==> config.mk <==
export PLATFORM = sky130hd
export DESIGN_NAME = dmem_store_buffer
export DESIGN_NICKNAME = d
export VERILOG_FILES = /design/src/rtl/dmem_store_buffer.sv
export SDC_FILE = /design/constraint.sdc
export NUM_CORES = 1
export LEC_CHECK = 0
export ABC_AREA = 1
export CAP_MARGIN = 20
export CORE_AREA = 4 4 105 181
export DETAILED_ROUTE_END_ITERATION = 7
export DIE_AREA = 0 0 109 185
export DONT_BUFFER_PORTS = 1
export PLACE_DENSITY = 0.69
export SKIP_LAST_GASP = 1
export SYNTH_ARGS = -nofsm -noshare
export SYNTH_HDL_FRONTEND = slang
export SYNTH_SLANG_ARGS = --single-unit
==> constraint.sdc <==
create_clock -name clk -period 3.2 [get_ports clk]
set_input_delay 0.64 -clock clk [delete_from_list [all_inputs] [get_ports clk]]
set_output_delay 0.64 -clock clk [all_outputs]
set_load 0.05 [all_outputs]
==> src/rtl/dmem_store_buffer.sv <==
// dmem_store_buffer
//   Posted-write buffer between the core data port and the data SRAM.
//   Stores are queued in a small circular FIFO and written to the SRAM on
//   cycles where the core leaves memory alone. Loads see buffered data first.
//   A store to an address that is already queued overwrites that entry, so
//   each address appears at most once. The core is stalled only when a new
//   address arrives while the buffer is full; that stall cycle drains the head.
module dmem_store_buffer #(
  parameter int DEPTH = 4,
  parameter int AW    = 7,
  parameter int DW    = 32
) (
  input  logic                       clk,
  input  logic                       rst_n,
  input  logic                       core_cen,
  input  logic                       core_wen,
  input  logic [AW-1:0]              core_a,
  input  logic [DW-1:0]              core_d,
  output logic [DW-1:0]              core_q,
  output logic                       stall_o,
  output logic                       mem_cen,
  output logic                       mem_wen,
  output logic [AW-1:0]              mem_a,
  output logic [DW-1:0]              mem_d,
  output logic                       mem_oen,
  input  logic [DW-1:0]              mem_q,
  output logic [$clog2(DEPTH+1)-1:0] count_o,
  output logic                       empty_o
);

  localparam int PW = $clog2(DEPTH);
  localparam int CW = $clog2(DEPTH + 1);

  typedef logic [PW-1:0] ptr_t;
  typedef logic [CW-1:0] cnt_t;

  // Kind of core access presented this cycle.
  typedef enum logic [1:0] {
    ACC_IDLE,
    ACC_LOAD,
    ACC_STORE
  } acc_e;

  // Entry storage: valid bits are reset, payload is not.
  logic [AW-1:0]    addr_q [DEPTH];
  logic [DW-1:0]    data_q [DEPTH];
  logic [DEPTH-1:0] valid_q;
  ptr_t             head;
  ptr_t             tail;
  cnt_t             count;

  acc_e acc;
  logic hit;
  ptr_t hit_idx;
  logic full;
  logic push;
  logic coalesce;
  logic drain;
  logic stall;

  // Classify the core request.
  always_comb begin
    // NOTE: every always_comb output gets a default first so no path leaves it unassigned and no latch is inferred.
    acc = ACC_IDLE;
    if (!core_cen) acc = core_wen ? ACC_LOAD : ACC_STORE;
  end

  // Associative lookup of core_a among the valid entries (addresses are unique).
  always_comb begin
    hit     = 1'b0;
    hit_idx = '0;
    for (int i = 0; i < DEPTH; i++) begin
      if (valid_q[i] && (addr_q[i] == core_a)) begin
        hit     = 1'b1;
        hit_idx = ptr_t'(i);
      end
    end
  end

  // Per-cycle decision: coalesce, push, or drain (push and drain never coincide).
  always_comb begin
    full     = (count == cnt_t'(DEPTH));
    coalesce = (acc == ACC_STORE) && hit;
    push     = (acc == ACC_STORE) && !hit && !full;
    stall    = (acc == ACC_STORE) && !hit && full;
    drain    = stall || ((acc == ACC_IDLE) && (count != '0));
  end

  // Port outputs; reset forces the SRAM idle and the core unstalled.
  always_comb begin
    stall_o = rst_n && stall;
    mem_cen = !(rst_n && ((acc == ACC_LOAD) || drain));
    mem_wen = !(rst_n && drain);
    mem_a   = drain ? addr_q[head] : core_a;
    mem_d   = data_q[head];
    mem_oen = 1'b0;
    count_o = count;
    empty_o = (count == '0);
    if (!rst_n)                         core_q = '0;
    else if ((acc == ACC_LOAD) && hit)  core_q = data_q[hit_idx];
    else                                core_q = mem_q;
  end

  // Queue bookkeeping: pointers, occupancy and valid bits.
  always_ff @(posedge clk or negedge rst_n) begin
    if (!rst_n) begin
      head    <= '0;
      tail    <= '0;
      count   <= '0;
      valid_q <= '0;
    end else begin
      // NOTE: state registers use non-blocking assignments so every flop samples pre-edge values, independent of statement order.
      if (push) begin
        valid_q[tail] <= 1'b1;
        tail          <= tail + ptr_t'(1);
        count         <= count + cnt_t'(1);
      end
      if (drain) begin
        valid_q[head] <= 1'b0;
        head          <= head + ptr_t'(1);
        count         <= count - cnt_t'(1);
      end
    end
  end

  // Entry payload: written on push, data overwritten on coalesce.
  always_ff @(posedge clk) begin
    // NOTE: payload arrays are not reset; valid_q alone decides whether an entry is meaningful, which keeps the storage plain RAM-style flops.
    if (push) begin
      addr_q[tail] <= core_a;
      data_q[tail] <= core_d;
    end else if (coalesce) begin
      data_q[hit_idx] <= core_d;
    end
  end

endmodule

==> impl_summary.txt, run 1 <==
----------------------------------------------------
[Timing]
  Count of final hold-check violations ... 0
  Setup WS post-layout ... 0.0533 ns
  Time the final worst path needs with I/O delays and setup ... 3.15 ns
  Final count of negative-setup-slack endpoints ... 0
  Worst Clk Skew ... between 0.01 and 0.015 ns
  Highest clock rate ... 0.318 GHz
  Transition at the pin with the smallest max-transition slack ... 0.794 ns
  Setup repair after global routing missed its margin ... yes
  Final max-slew violation count ... 0
  Worst hold slack ... slightly above 0.3 ns
  Post-route fraction of the period consumed by the critical path ... 0.983
  Relative slew margins ... 0.465

[Clock network]
  Worst-skew pair later-pin latency ... approximately 0.43 ns
  Clock tree root driver cell ... sky130_fd_sc_hd__clkbuf_16
  Maximum clock path buffer count ... 2
  Clock transition at path regs ... ~0.07 ns
  CTS sink count ... 167
  TritonCTS buffer count ... 17
  Clock tree from TritonCTS ... done
  H-tree Lvls ... 4

[Power and ir drop]
  Total leakage power ... 4.22 nW
  Total power draw ... 0.00913 W
  Power density normalized to cell area ... around 850 nW/um2
  Maximum VDD drop ... 0.524 mV

[Yosys]
  Seq/Total Area, Yosys ... 0.578
  Synth warn ... 0
  Number of standard cells after synthesis ... 944
  Syn Std Cell Area ... 8580 um2
  Proportion of synthesized flip-flops having asynchronous set or reset ... 0.0659
  Synth Net Count ... 1028
  Post-synth cell types ... 32
  Most frequently used flop master after synthesis ... sky130_fd_sc_hd__edfxtp_1
  Number of flops mapped to enable cells by yosys ... around 160
  Syn_area_per_cell ... 9.09 um2
  Count of state elements after synthesis ... 167

[Floorplan]
  Floorplan row count ... 64
  Core ar. ... 17500 um2
  Number of primary I/O pins ... 154
  Vert. Die Dim ... 185 um
  Floorplan die width ... around 110 um
  Die ar. ... 20200 um2
  Initial core utilization ... 0.489

[Worst setup path]
  Crit path required time ... 2.56 ns
  Cell type with the highest occurrence count on the critical path ... sky130_fd_sc_hd__nand2_1
  Slowest cell on the critical path ... sky130_fd_sc_hd__edfxtp_1
  Kind of start point of the critical path ... flip-flop
  Maximum single-stage delay on the critical path ... 0.42 ns
  CP Capture Type ... primary output
  Crit path max fanout ... 8
  Category of the most critical setup path ... flip-flop to primary output
  Arrival @ worst endpoint ... 2.51 ns
  Cell chain of the critical path ... nand2_1 -> nand2_1 -> inv_1 -> nand2_1 -> nor2_1 -> nand2_1 -> nand2_2 -> nor2_8 -> nor2_4 -> buf_4 -> clkbuf_16 -> nand3_1 -> a21oi_1 -> buf_4

[Outcome]
  Outcome ... finished, final reports clean

[Global routing]
  Via count of the first global-routing pass ... between 7k and 8k
  Antenna violations before repair ... 0
  Gr ovfl total ... 0
  Wire length of the first global-routing pass ... 37.9 mm
  GRT Resource Usage Total ... 0.249
  Pin count of the biggest net entering global routing ... 93

[Route]
  Post-route DRC ... 0
  Number of nets with antenna violations after routing ... 0
  Wire length after detailed routing ... 26.0 mm
  Routed wire per std cell ... 20.4 um
  Pre-antenna DRT Iters ... 5
  Via density per instance ... between 5 and 6
  Routed vias ... 7338
  Initial detailed-routing violation count ... 683

[Finish]
  Commonest non-fill, non-tap cell in the layout ... sky130_fd_sc_hd__nand2_1
  Final net count ... 1119
  Sequential cell area in the final layout ... 4960 um2
  Area of all placed cells without fillers ... 10700 um2
  Most used cells in the layout excluding fill and tap cells ... sky130_fd_sc_hd__nand2_1 (223), sky130_fd_sc_hd__edfxtp_1 (156), sky130_fd_sc_hd__o21ai_0 (115)
  Footprint of the multi-input gates ... approximately 3300 um2
  Number of diodes ... 0
  Fraction of layout cells with a size suffix above 1 ... 0.210
  Filler instances ... 1434
  P&R area growth vs syn ... 25.2%

[Hold path]
  Min-Delay Path Class ... primary input to flip-flop

[Placement]
  Post-detailed-placement half-perimeter wirelength ... roughly 16 mm
  Last weighted congestion value of the routability-driven placer ... around 0.93
  Dpl ws ... 0.180 ns
  Cell area after placement ... 9640 um2
  Number of port buffers ... 0

[Job]
  Reported max-cap violation count ... 0

----------------------------------------------------
## kinds of logic after synthesis
group | count (synthesis) | share of synthesized area
simple gates | 403 | 0.195
compound gates | 237 | 0.143
flops | 167 | 0.578
buf+inv | 116 | 0.0573
xor+xnor | 11 | 0.0130
fa+ha+maj | 9 | 0.0131
other cells | 1 | 0.000437
## per-layer routing
layer / up-vias / track usage / wire length [um]
met5: - / 0 / 0
met4: 0 / 0.122 / 958
met3: 61 / 0.0520 / 1990
met2: 356 / 0.439 / 14100
met1: 3486 / 0.281 / 8970
li1: 3435 / - / -
## critical path: cells and delay by family (launching register included)
kind / cells / cell delay, ns
compound gates: 1 / 0.14
simple gates: 9 / 0.93
flops: 1 / 0.42
buf+inv: 4 / 0.58
## final cells by class
type / instances / area share
Tap cell: 231 / 0.0269
Timing Repair Buffer: 131 / 0.126
Clock buffer: 17 / 0.0396
Clock inverter: 15 / 0.0167
Multi-Input combinational cell: 661 / 0.308
Inverter: 57 / 0.0211
Sequential cell: 167 / 0.462
## path summary, 6_finish.rpt
path | slack [ns] | from | cells past startpoint | to
max | 0.05 | addr_q[0][0]$_DFFE_PP_ | 14 | core_q[15]
min | 0.30 | core_d[20] | 0 | data_q[3][20]$_DFFE_PP_
max reg2reg | 0.65 | addr_q[3][2]$_DFFE_PP_ | 13 | data_q[1][1]$_DFFE_PP_
min reg2reg | 0.50 | valid_q[1]$_DFF_PN0_ | 2 | valid_q[1]$_DFF_PN0_
max in group asynchronous | 2.15 | rst_n | 1 | head[0]$_DFFE_PN0P_
min in group asynchronous | 0.64 | rst_n | 1 | count_o[0]$_DFFE_PN0P_
## cells in the mapped netlist (all sizes together), types with 4 or more instances
cell type / number / share of area
nand2: 232 / 0.10
edfxtp: 156 / 0.55
o21ai: 128 / 0.075
nor2: 95 / 0.045
a21oi: 76 / 0.044
nand3: 73 / 0.043
inv: 55 / 0.024
clkbuf: 35 / 0.015
o22ai: 32 / 0.023
buf: 24 / 0.017
dfrtp: 11 / 0.032
ha: 9 / 0.013
xnor2: 7 / 0.0071
xor2: 4 / 0.0058
## flip-flops by register name, indices dropped and copies added, names as in the netlist
register	flops
tail	2
count_o	3
head	2
data_q	128
addr_q	28
valid_q	4
## stage by stage
step,util,cells,setup TNS [ns]
finish,0.613,1279,0
global route,0.613,1279,-1.50
CTS,0.585,1265,-0.0826
detailed placement,0.550,1232,0
global placement,0.550,1232,0
floorplan,-,944,-24.13
## power breakdown
part           total, W  switching (W)  internal, W  leakage [nW]
registers       0.00284       0.000152      0.00269          1.55
logic           0.00424        0.00300      0.00124          2.37
clock network   0.00204       0.000926      0.00112         0.297
total           0.00913        0.00408      0.00505          4.22
## timing repair
action	in CTS	in global routing
setup buffers	0	8
setup endpoints to repair	11	36
hold buffers	1	0
gates cloned	0	6
pin swaps	0	8
gates resized for setup	1	63
hold endpoints to repair	11	0
(Power assumes the default switching activity.)
==> run 2, diff against run 1 <==
- ABC_AREA: 1 -> default
- CORE_AREA: 4 4 105 181 -> 4 4 103 178
- DIE_AREA: 0 0 109 185 -> 0 0 107 182
==> run 2 against run 1 <==
  * The run now ends with negative setup slack left
  * Sequential power increased by 5%
  * Flip-flop and latch count stayed put
  * Global-route usage is 0.11 points higher
  * Fmax shrank 5.3%
  * Largest power group unchanged
  * Clock power grew 12%
  * Combinational power down 25%
  * Critical path depth fell by 5
  * Via count down 25%
  * Clock skew hardly changed
  * Register-to-register slack worse by 0.43 ns
==> impl_summary.txt, run 2 <==
----------------------------------------------------
[Timing]
  Relative slew margins ... 0.411 (-0.0541)
  Count of final hold-check violations ... 0 (unchanged)
  Transition at the pin with the smallest max-transition slack ... 0.873 ns (+0.0784 ns)
  Final count of negative-setup-slack endpoints ... 37 (+37)
  Time the final worst path needs with I/O delays and setup ... 3.32 ns (+0.175 ns)
  Post-route fraction of the period consumed by the critical path ... 1.04 (+0.0547)
  Worst hold slack ... 0.308 ns (+0.00567 ns)
  Worst Clk Skew ... 0.0106 ns (-0.000351 ns)
  Final max-slew violation count ... 0 (unchanged)
  Setup repair after global routing missed its margin ... yes
  Setup WS post-layout ... -0.122 ns (-0.175 ns)
  Highest clock rate ... 0.301 GHz (-5.3%)

[Floorplan]
  Number of primary I/O pins ... 154 (unchanged)
  Die ar. ... 19500 um2 (-3.4%)
  Core ar. ... 16900 um2 (-3.8%)
  Floorplan die width ... 107 um (-1.8%)
  Floorplan row count ... 63 (-1.6%)
  Vert. Die Dim ... 182 um (-1.6%)
  Initial core utilization ... 0.491 (+0.00150)

[Global routing]
  Gr ovfl total ... 0 (unchanged)
  Wire length of the first global-routing pass ... 35.8 mm (-5.5%)
  Pin count of the biggest net entering global routing ... 41 (-56%)
  GRT Resource Usage Total ... 0.250 (+0.00110)
  Antenna violations before repair ... 0 (unchanged)
  Via count of the first global-routing pass ... 6097 (-15%)

[Finish]
  Final net count ... 722 (-35%)
  Fraction of layout cells with a size suffix above 1 ... 0.371 (+0.161)
  Number of diodes ... 0 (unchanged)
  Commonest non-fill, non-tap cell in the layout ... sky130_fd_sc_hd__edfxtp_1
  Most used cells in the layout excluding fill and tap cells ... sky130_fd_sc_hd__edfxtp_1 (156), sky130_fd_sc_hd__buf_12 (45), sky130_fd_sc_hd__nand2_1 (40)
  Most flops, register ... data_q
  Top flop regs ... data_q: 128 flops, addr_q: 28 flops, valid_q: 4 flops
  Area of all placed cells without fillers ... 11000 um2 (+2.7%)
  Max reg flops ... 128 (unchanged)
  Filler instances ... 1200 (-16%)
  P&R area growth vs syn ... 33.2%
  Number of cells in the finished layout apart from fillers ... 877 (-31%)

[Placement]
  Post-detailed-placement half-perimeter wirelength ... 14.8 mm (-9.7%)
  Cell area after placement ... 9840 um2 (+2.0%)
  Number of port buffers ... 0 (unchanged)
  Number of cells after detailed placement ... 819 (-34%)
  Last weighted congestion value of the routability-driven placer ... 0.934 (+0.44%)

[Yosys]
  Syn Std Cell Area ... 8280 um2 (-3.5%)
  Proportion of synthesized flip-flops having asynchronous set or reset ... 0.0659 (unchanged)
  Synth area leader ... sky130_fd_sc_hd__edfxtp_1
  Count of state elements after synthesis ... 167 (unchanged)
  Number of flops mapped to enable cells by yosys ... 156 (unchanged)
  Post-synth cell types ... 45 (+41%)
  Synth cell count leaders ... sky130_fd_sc_hd__edfxtp_1 (156), sky130_fd_sc_hd__nor2_1 (44), sky130_fd_sc_hd__nand2_1 (41), sky130_fd_sc_hd__mux4_2 (39), sky130_fd_sc_hd__mux2i_1 (33)
  Syn_area_per_cell ... 14.6 um2 (+60%)
  Seq/Total Area, Yosys ... 0.599 (+0.0211)
  Most frequently used flop master after synthesis ... sky130_fd_sc_hd__edfxtp_1
  Top area cells in the synthesized netlist ... sky130_fd_sc_hd__edfxtp_1 (57%), sky130_fd_sc_hd__mux4_2 (11%), sky130_fd_sc_hd__mux2i_1 (4.0%)
  Top cell type's share of synthesized area ... 0.566 (+0.0199)
  Number of standard cells after synthesis ... 569 (-40%)
  Synth warn ... 0 (unchanged)
  Most frequent cell after synthesis ... sky130_fd_sc_hd__edfxtp_1
  Synth Net Count ... 653 (-36%)

[Hold path]
  Min-Delay Path Class ... primary input to flip-flop

[Route]
  Routed wire per std cell ... 27.1 um (+33%)
  Routed vias ... 5518 (-25%)
  Wire length after detailed routing ... 23.8 mm (-8.6%)
  Via density per instance ... 6.29 (+9.7%)
  Number of nets with antenna violations after routing ... 0 (unchanged)
  Pre-antenna DRT Iters ... 5 (unchanged)
  Initial detailed-routing violation count ... 287 (-58%)
  Post-route DRC ... 0 (unchanged)

[Clock network]
  Maximum clock path buffer count ... 2 (unchanged)
  Worst-skew pair later-pin latency ... 0.42 ns (about the same)
  Clock tree from TritonCTS ... done
  CTS sink count ... 167 (unchanged)
  Clock tree root driver cell ... sky130_fd_sc_hd__clkbuf_16
  H-tree Lvls ... 4 (unchanged)
  Clock transition at path regs ... 0.07 ns (about the same)
  TritonCTS buffer count ... 17 (unchanged)

[Worst setup path]
  Kind of start point of the critical path ... flip-flop
  Crit path required time ... 2.56 ns (about the same)
  CP Capture Type ... primary output
  Arrival @ worst endpoint ... 2.68 ns (+0.17 ns)
  Category of the most critical setup path ... flip-flop to primary output
  Crit path max fanout ... 6 (-2)

[Power and ir drop]
  Total leakage power ... 3.74 nW (-11%)
  Power density normalized to cell area ... 765 nW/um2 (-9.9%)
  Maximum VDD drop ... 0.483 mV (-7.8%)

[Outcome]
  Outcome ... finished, violations left
  Violations in the final reports ... negative setup slack

[Job]
  Reported max-cap violation count ... 0 (unchanged)

----------------------------------------------------
## run 2: power breakdown
| part | switching [W] | internal [W] | leakage, nW |
|---|---|---|---|
| Sequential | 0.000283 | 0.00270 | 1.55 |
| Clock | 0.000881 | 0.00141 | 0.322 |
| Combinational | 0.00214 | 0.00103 | 1.87 |
| Total | 0.00330 | 0.00514 | 3.74 |
## run 2: worst paths after layout
check / slack, ns / startpoint / cells after the start / end
setup / recovery: -0.12 / addr_q[3][1]$_DFFE_PP_ / 9 / core_q[25]
max in group asynchronous: 2.09 / rst_n / 1 / head[1]$_DFFE_PN0P_
min in group asynchronous: 0.68 / rst_n / 1 / head[0]$_DFFE_PN0P_
hold reg to reg: 0.55 / valid_q[3]$_DFF_PN0_ / 1 / valid_q[3]$_DFF_PN0_
setup reg to reg: 0.22 / addr_q[1][0]$_DFFE_PP_ / 10 / data_q[1][9]$_DFFE_PP_
hold / removal: 0.31 / core_d[10] / 0 / data_q[3][10]$_DFFE_PP_
## run 2: metrics by stage
| stage | utilization | TNS, ns | power (W) | setup slack [ns] |
|---|---|---|---|---|
| 2_1_floorplan | - | -28.72 | 0.00548 | -0.446 |
| 3_3_place_gp | 0.583 | -0.0127 | 0.00607 | -0.0127 |
| 3_5_place_dp | 0.583 | -0.121 | 0.00613 | -0.0877 |
| 4_1_cts | 0.648 | -2.89 | 0.00848 | -0.117 |
| 5_1_grt | 0.654 | -5.14 | 0.00874 | -0.178 |
| 6_report | 0.654 | -2.45 | 0.00844 | -0.122 |
## run 2: what timing repair did
item / 4_1_cts / 5_1_grt
endpoints found under the setup margin: 40 / 41
hold endpoints to repair: 11 / 0
hold buffers: 1 / 0
pin swaps: 25 / 24
buffers inserted: 15 / 6
resized for setup: 54 / 17
cloned: 6 / 1
## run 2: cell type report
class | instances | area, um2 | area share
flip-flops and latches | 167 | 4960 | 0.450
well taps | 227 | 284 | 0.0257
clock buffers | 17 | 425 | 0.0386
inverters | 6 | 22.5 | 0.00204
repair buffers | 95 | 1430 | 0.129
clock inverters | 14 | 231 | 0.0210
multi-input cells | 351 | 3680 | 0.333
## run 2: per-layer routing
metal	GRT usage	part of all wire	up-vias
met5	0	0	-
met4	0.138	0.049	0
met3	0.0605	0.059	65
met2	0.453	0.55	225
met1	0.259	0.34	2856
li1	-	-	2372
## run 2: logic make-up (layout without fill, tap and decap cells)
kind of cell | after synthesis | in the layout | synth area share
AOI/OAI and AO/OA | 116 | 117 | 0.0964
adders and majority gates | 9 | 9 | 0.0136
and+or+nand+nor | 111 | 111 | 0.0608
other | 1 | 1 | 0.000453
DFF | 167 | 167 | 0.599
xor gates and xnor gates | 31 | 31 | 0.0328
buffers and inverters | 52 | 132 | 0.0351
muxes | 82 | 82 | 0.162
## run 2: worst max-delay path, cell delays in order (launching register included)
cell and delay (ns):
sky130_fd_sc_hd__edfxtp_1 0.44, sky130_fd_sc_hd__xnor2_2 0.20, sky130_fd_sc_hd__nand4_1 0.21, sky130_fd_sc_hd__or2_4 0.32, sky130_fd_sc_hd__a41oi_4 0.26, sky130_fd_sc_hd__buf_8 0.19
sky130_fd_sc_hd__clkbuf_16 0.17, sky130_fd_sc_hd__o21ai_2 0.09, sky130_fd_sc_hd__a31oi_4 0.21, sky130_fd_sc_hd__buf_12 0.17
==> run 3, diff against run 2 <==
- CORE_AREA: 4 4 103 178 -> 2 2 102 177
- CTS_BUF_LIST: default -> sky130_fd_sc_hd__clkbuf_2 sky130_fd_sc_hd__clkbuf_4 sky130_fd_sc_hd__clkbuf_8
- DIE_AREA: 0 0 107 182 -> 0 0 104 179
- PLACE_DENSITY: 0.69 -> 0.68
==> run 3 against run 2 <==
  * Clock skew up 0.0071 ns
  * Wire length down 3.2%
  * Fmax about the same
  * Critical path type unchanged
  * Cell count up 0.91%
  * Via count down 0.82%
  * Utilization down 3.2 points
  * Highest routed layer unchanged
  * Largest cell class unchanged
  * Flip-flop and latch count unchanged
  * The run still ends with negative setup slack left
  * Critical path depth unchanged
==> impl_summary.txt, run 3 (synthesis results as in run 2) <==
----------------------------------------------------
[Global routing]
  Gr ovfl total ... 0 (unchanged)
  GRT Resource Usage Total ... 0.249 (-0.000442)
  Via count of the first global-routing pass ... 5783 (-5.2%)
  Wire length of the first global-routing pass ... 34.1 mm (-4.8%)
  Antenna violations before repair ... 1 (+1)
  Pin count of the biggest net entering global routing ... 65 (+59%)

[Job]
  Reported max-cap violation count ... 0 (unchanged)

[Placement]
  Cell area after placement ... 9840 um2 (about the same)
  Last weighted congestion value of the routability-driven placer ... 0.898 (-3.9%)
  Number of port buffers ... 0 (unchanged)
  Dpl ws ... -0.0939 ns (-0.00621 ns)
  Post-detailed-placement half-perimeter wirelength ... 14.7 mm (-0.61%)

[Worst setup path]
  RR Endpoint ... count_o[2]$_DFFE_PN0P_
  Dominant delay contributor by cell family on the critical path ... compound AO/OA/AOI/OAI gates
  Category of the most critical setup path ... flip-flop to primary output
  Beginning of the worst register-to-register path ... addr_q[0][6]$_DFFE_PP_
  CP bufs+invs ... 3 (unchanged)
  Worst R2R Setup Slack ... 0.42 ns (+0.20 ns)
  Crit path required time ... 2.56 ns (about the same)
  Kind of start point of the critical path ... flip-flop
  Cell type with the highest occurrence count on the critical path ... sky130_fd_sc_hd__buf_12
  Arrival @ worst endpoint ... 2.68 ns (about the same)
  Maximum single-stage delay on the critical path ... 0.43 ns (about the same)
  CP Capture Type ... primary output
  Slowest cell on the critical path ... sky130_fd_sc_hd__edfxtp_1
  Register-to-Register Path Depth ... 12 (+2)
  Crit path max fanout ... 13 (+7)
  Cell chain of the critical path ... xor2_1 -> nor4_2 -> nand4_1 -> a41oi_4 -> buf_6 -> buf_12 -> o21ai_1 -> a31oi_2 -> buf_12

[Outcome]
  Outcome ... finished, violations left
  Violations in the final reports ... negative setup slack

[Hold path]
  Hold depth ... 0 (unchanged)
  Min-Delay Path Class ... primary input to flip-flop
  End point of the worst hold path ... addr_q[3][6]$_DFFE_PP_
  Hold_sp ... core_a[6]

[Finish]
  Final core area utilization ... 0.622 (-0.0319)
  Sequential cell area in the final layout ... 4960 um2 (unchanged)
  Fraction of layout cells with a size suffix above 1 ... 0.366 (-0.00477)
  Max reg flops ... 128 (unchanged)
  Filler instances ... 1289 (+7.4%)
  Commonest non-fill, non-tap cell in the layout ... sky130_fd_sc_hd__edfxtp_1
  Top flop regs ... data_q: 128 flops, addr_q: 28 flops, valid_q: 4 flops
  Area of all placed cells without fillers ... 10800 um2 (-2.5%)
  Footprint of the multi-input gates ... 3680 um2 (unchanged)
  P&R area growth vs syn ... 30.0%
  Most flops, register ... data_q
  Final net count ... 724 (+0.28%)
  Most used cells in the layout excluding fill and tap cells ... sky130_fd_sc_hd__edfxtp_1 (156), sky130_fd_sc_hd__buf_12 (47), sky130_fd_sc_hd__nand2_1 (41)

[Floorplan]
  Floorplan row count ... 64 (+1.6%)
  Vert. Die Dim ... 179 um (-1.6%)
  Core ar. ... 17300 um2 (+2.5%)
  Initial core utilization ... 0.479 (-0.0121)
  Number of primary I/O pins ... 154 (unchanged)
  Floorplan die width ... 104 um (-2.8%)
  Die ar. ... 18600 um2 (-4.4%)

[Route]
  Post-route DRC ... 0 (unchanged)
  Number of nets with antenna violations after routing ... 0 (unchanged)
  Routed vias ... 5473 (-0.82%)
  Pre-antenna DRT Iters ... 5 (unchanged)
  Via density per instance ... 6.18 (-1.7%)
  Initial detailed-routing violation count ... 347 (+21%)
  Wire length after detailed routing ... 23.0 mm (-3.2%)
  Routed wire per std cell ... 26.0 um (-4.1%)

[Timing]
  Time the final worst path needs with I/O delays and setup ... 3.32 ns (-0.000610 ns)
  Transition at the pin with the smallest max-transition slack ... 0.626 ns (-0.246 ns)
  Count of final hold-check violations ... 0 (unchanged)
  Final max-slew violation count ... 0 (unchanged)
  Relative slew margins ... 0.581 (+0.170)
  Worst Clk Skew ... 0.0177 ns (+0.00707 ns)
  Highest clock rate ... 0.301 GHz (about the same)
  Final count of negative-setup-slack endpoints ... 34 (-8.1%)
  Worst hold slack ... 0.265 ns (-0.0433 ns)
  Setup repair after global routing missed its margin ... yes
  Aggregate negative setup slack ... -3.18 ns (-0.728 ns)
  Setup WS post-layout ... -0.121 ns (+0.000610 ns)
  Post-route fraction of the period consumed by the critical path ... 1.04 (about the same)

[Clock network]
  TritonCTS buffer count ... 17 (unchanged)
  Clock tree from TritonCTS ... done
  Clock tree root driver cell ... sky130_fd_sc_hd__clkbuf_8
  H-tree Lvls ... 4 (unchanged)
  Worst-skew pair later-pin latency ... 0.46 ns (+0.04 ns)
  Maximum clock path buffer count ... 2 (unchanged)
  CTS sink count ... 167 (unchanged)
  Clock transition at path regs ... 0.10 ns (+0.03 ns)

[Power and ir drop]
  Total leakage power ... 3.63 nW (-2.8%)
  Maximum VDD drop ... 0.395 mV (-18%)
  Power density normalized to cell area ... 713 nW/um2 (-6.8%)

----------------------------------------------------
==> run 3: cell types whose count changed in the layout (fill, tap and decap cells not counted), moves of 4 or more <==
cell                        delta
sky130_fd_sc_hd__xnor2_2       +4
sky130_fd_sc_hd__o21ai_1       +7
sky130_fd_sc_hd__clkbuf_8     +17
sky130_fd_sc_hd__bufinv_16     -4
sky130_fd_sc_hd__clkbuf_16    -15
sky130_fd_sc_hd__buf_4         +5
sky130_fd_sc_hd__xnor2_1       -4
sky130_fd_sc_hd__o21ai_2      -10
sky130_fd_sc_hd__buf_16        -4
==> run 3: worst register-to-register path, cell delays in order, from the launching register on <==
cell and delay [ns]:
sky130_fd_sc_hd__edfxtp_1 0.43, sky130_fd_sc_hd__xor2_1 0.17, sky130_fd_sc_hd__nor4_2 0.29, sky130_fd_sc_hd__nand4_1 0.25, sky130_fd_sc_hd__and4_4 0.29, sky130_fd_sc_hd__buf_4 0.17
sky130_fd_sc_hd__a21oi_1 0.20, sky130_fd_sc_hd__mux2i_1 0.11, sky130_fd_sc_hd__ha_1 0.21, sky130_fd_sc_hd__inv_1 0.11, sky130_fd_sc_hd__nand2_1 0.07, sky130_fd_sc_hd__a21o_1 0.19
sky130_fd_sc_hd__a32oi_1 0.19
==> run 3: where the power goes <==
part	internal, W	switching [W]	total [W]	leakage [nW]
combinational	0.00107	0.00215	0.00322	1.89
clock	0.000649	0.000835	0.00148	0.195
sequential	0.00270	0.000268	0.00297	1.55
==> run 3: how the worst max path moves through the flow <==
stage                                 startpoint                endpoint  cells past startpoint
after floorplan                        core_a[4]  data_q[0][0]$_DFFE_PP_                      8
after global placement                 core_a[5]              core_q[19]                      8
after detailed placement               core_a[5]              core_q[19]                      8
after CTS                 addr_q[1][6]$_DFFE_PP_              core_q[19]                      9
after global routing      addr_q[0][6]$_DFFE_PP_              core_q[31]                      9
final                     addr_q[0][6]$_DFFE_PP_              core_q[31]                      9
==> run 3: per-layer routing <==
layer / track usage / share of wire
met1: 0.264 / 0.34
met2: 0.460 / 0.56
met3: 0.0585 / 0.058
met4: 0.129 / 0.040
met5: 0 / 0
==> run 3: timing repair <==
action	4_1_cts	5_1_grt
resized for setup	32	26
cloned	3	3
pin swaps	7	11
hold endpoints to repair	11	11
setup endpoints to repair	41	41
setup buffers	11	16
==> run 3: cell type report <==
type,count,share of cell area
sequential,167,0.461
multi-input combinational,351,0.342
timing repair buffer,97,0.131
tap,231,0.0269
clock buffer,17,0.0217
clock inverter,15,0.0147
inverter,6,0.00209
antenna,1,0.000233
==> run 3: per-stage QoR <==
| step | instances | power [W] |
|---|---|---|
| CTS | 865 | 0.00771 |
| global placement | 820 | 0.00611 |
| finish | 885 | 0.00768 |
| floorplan | 569 | 0.00548 |
| detailed placement | 820 | 0.00616 |
| global route | 885 | 0.00795 |
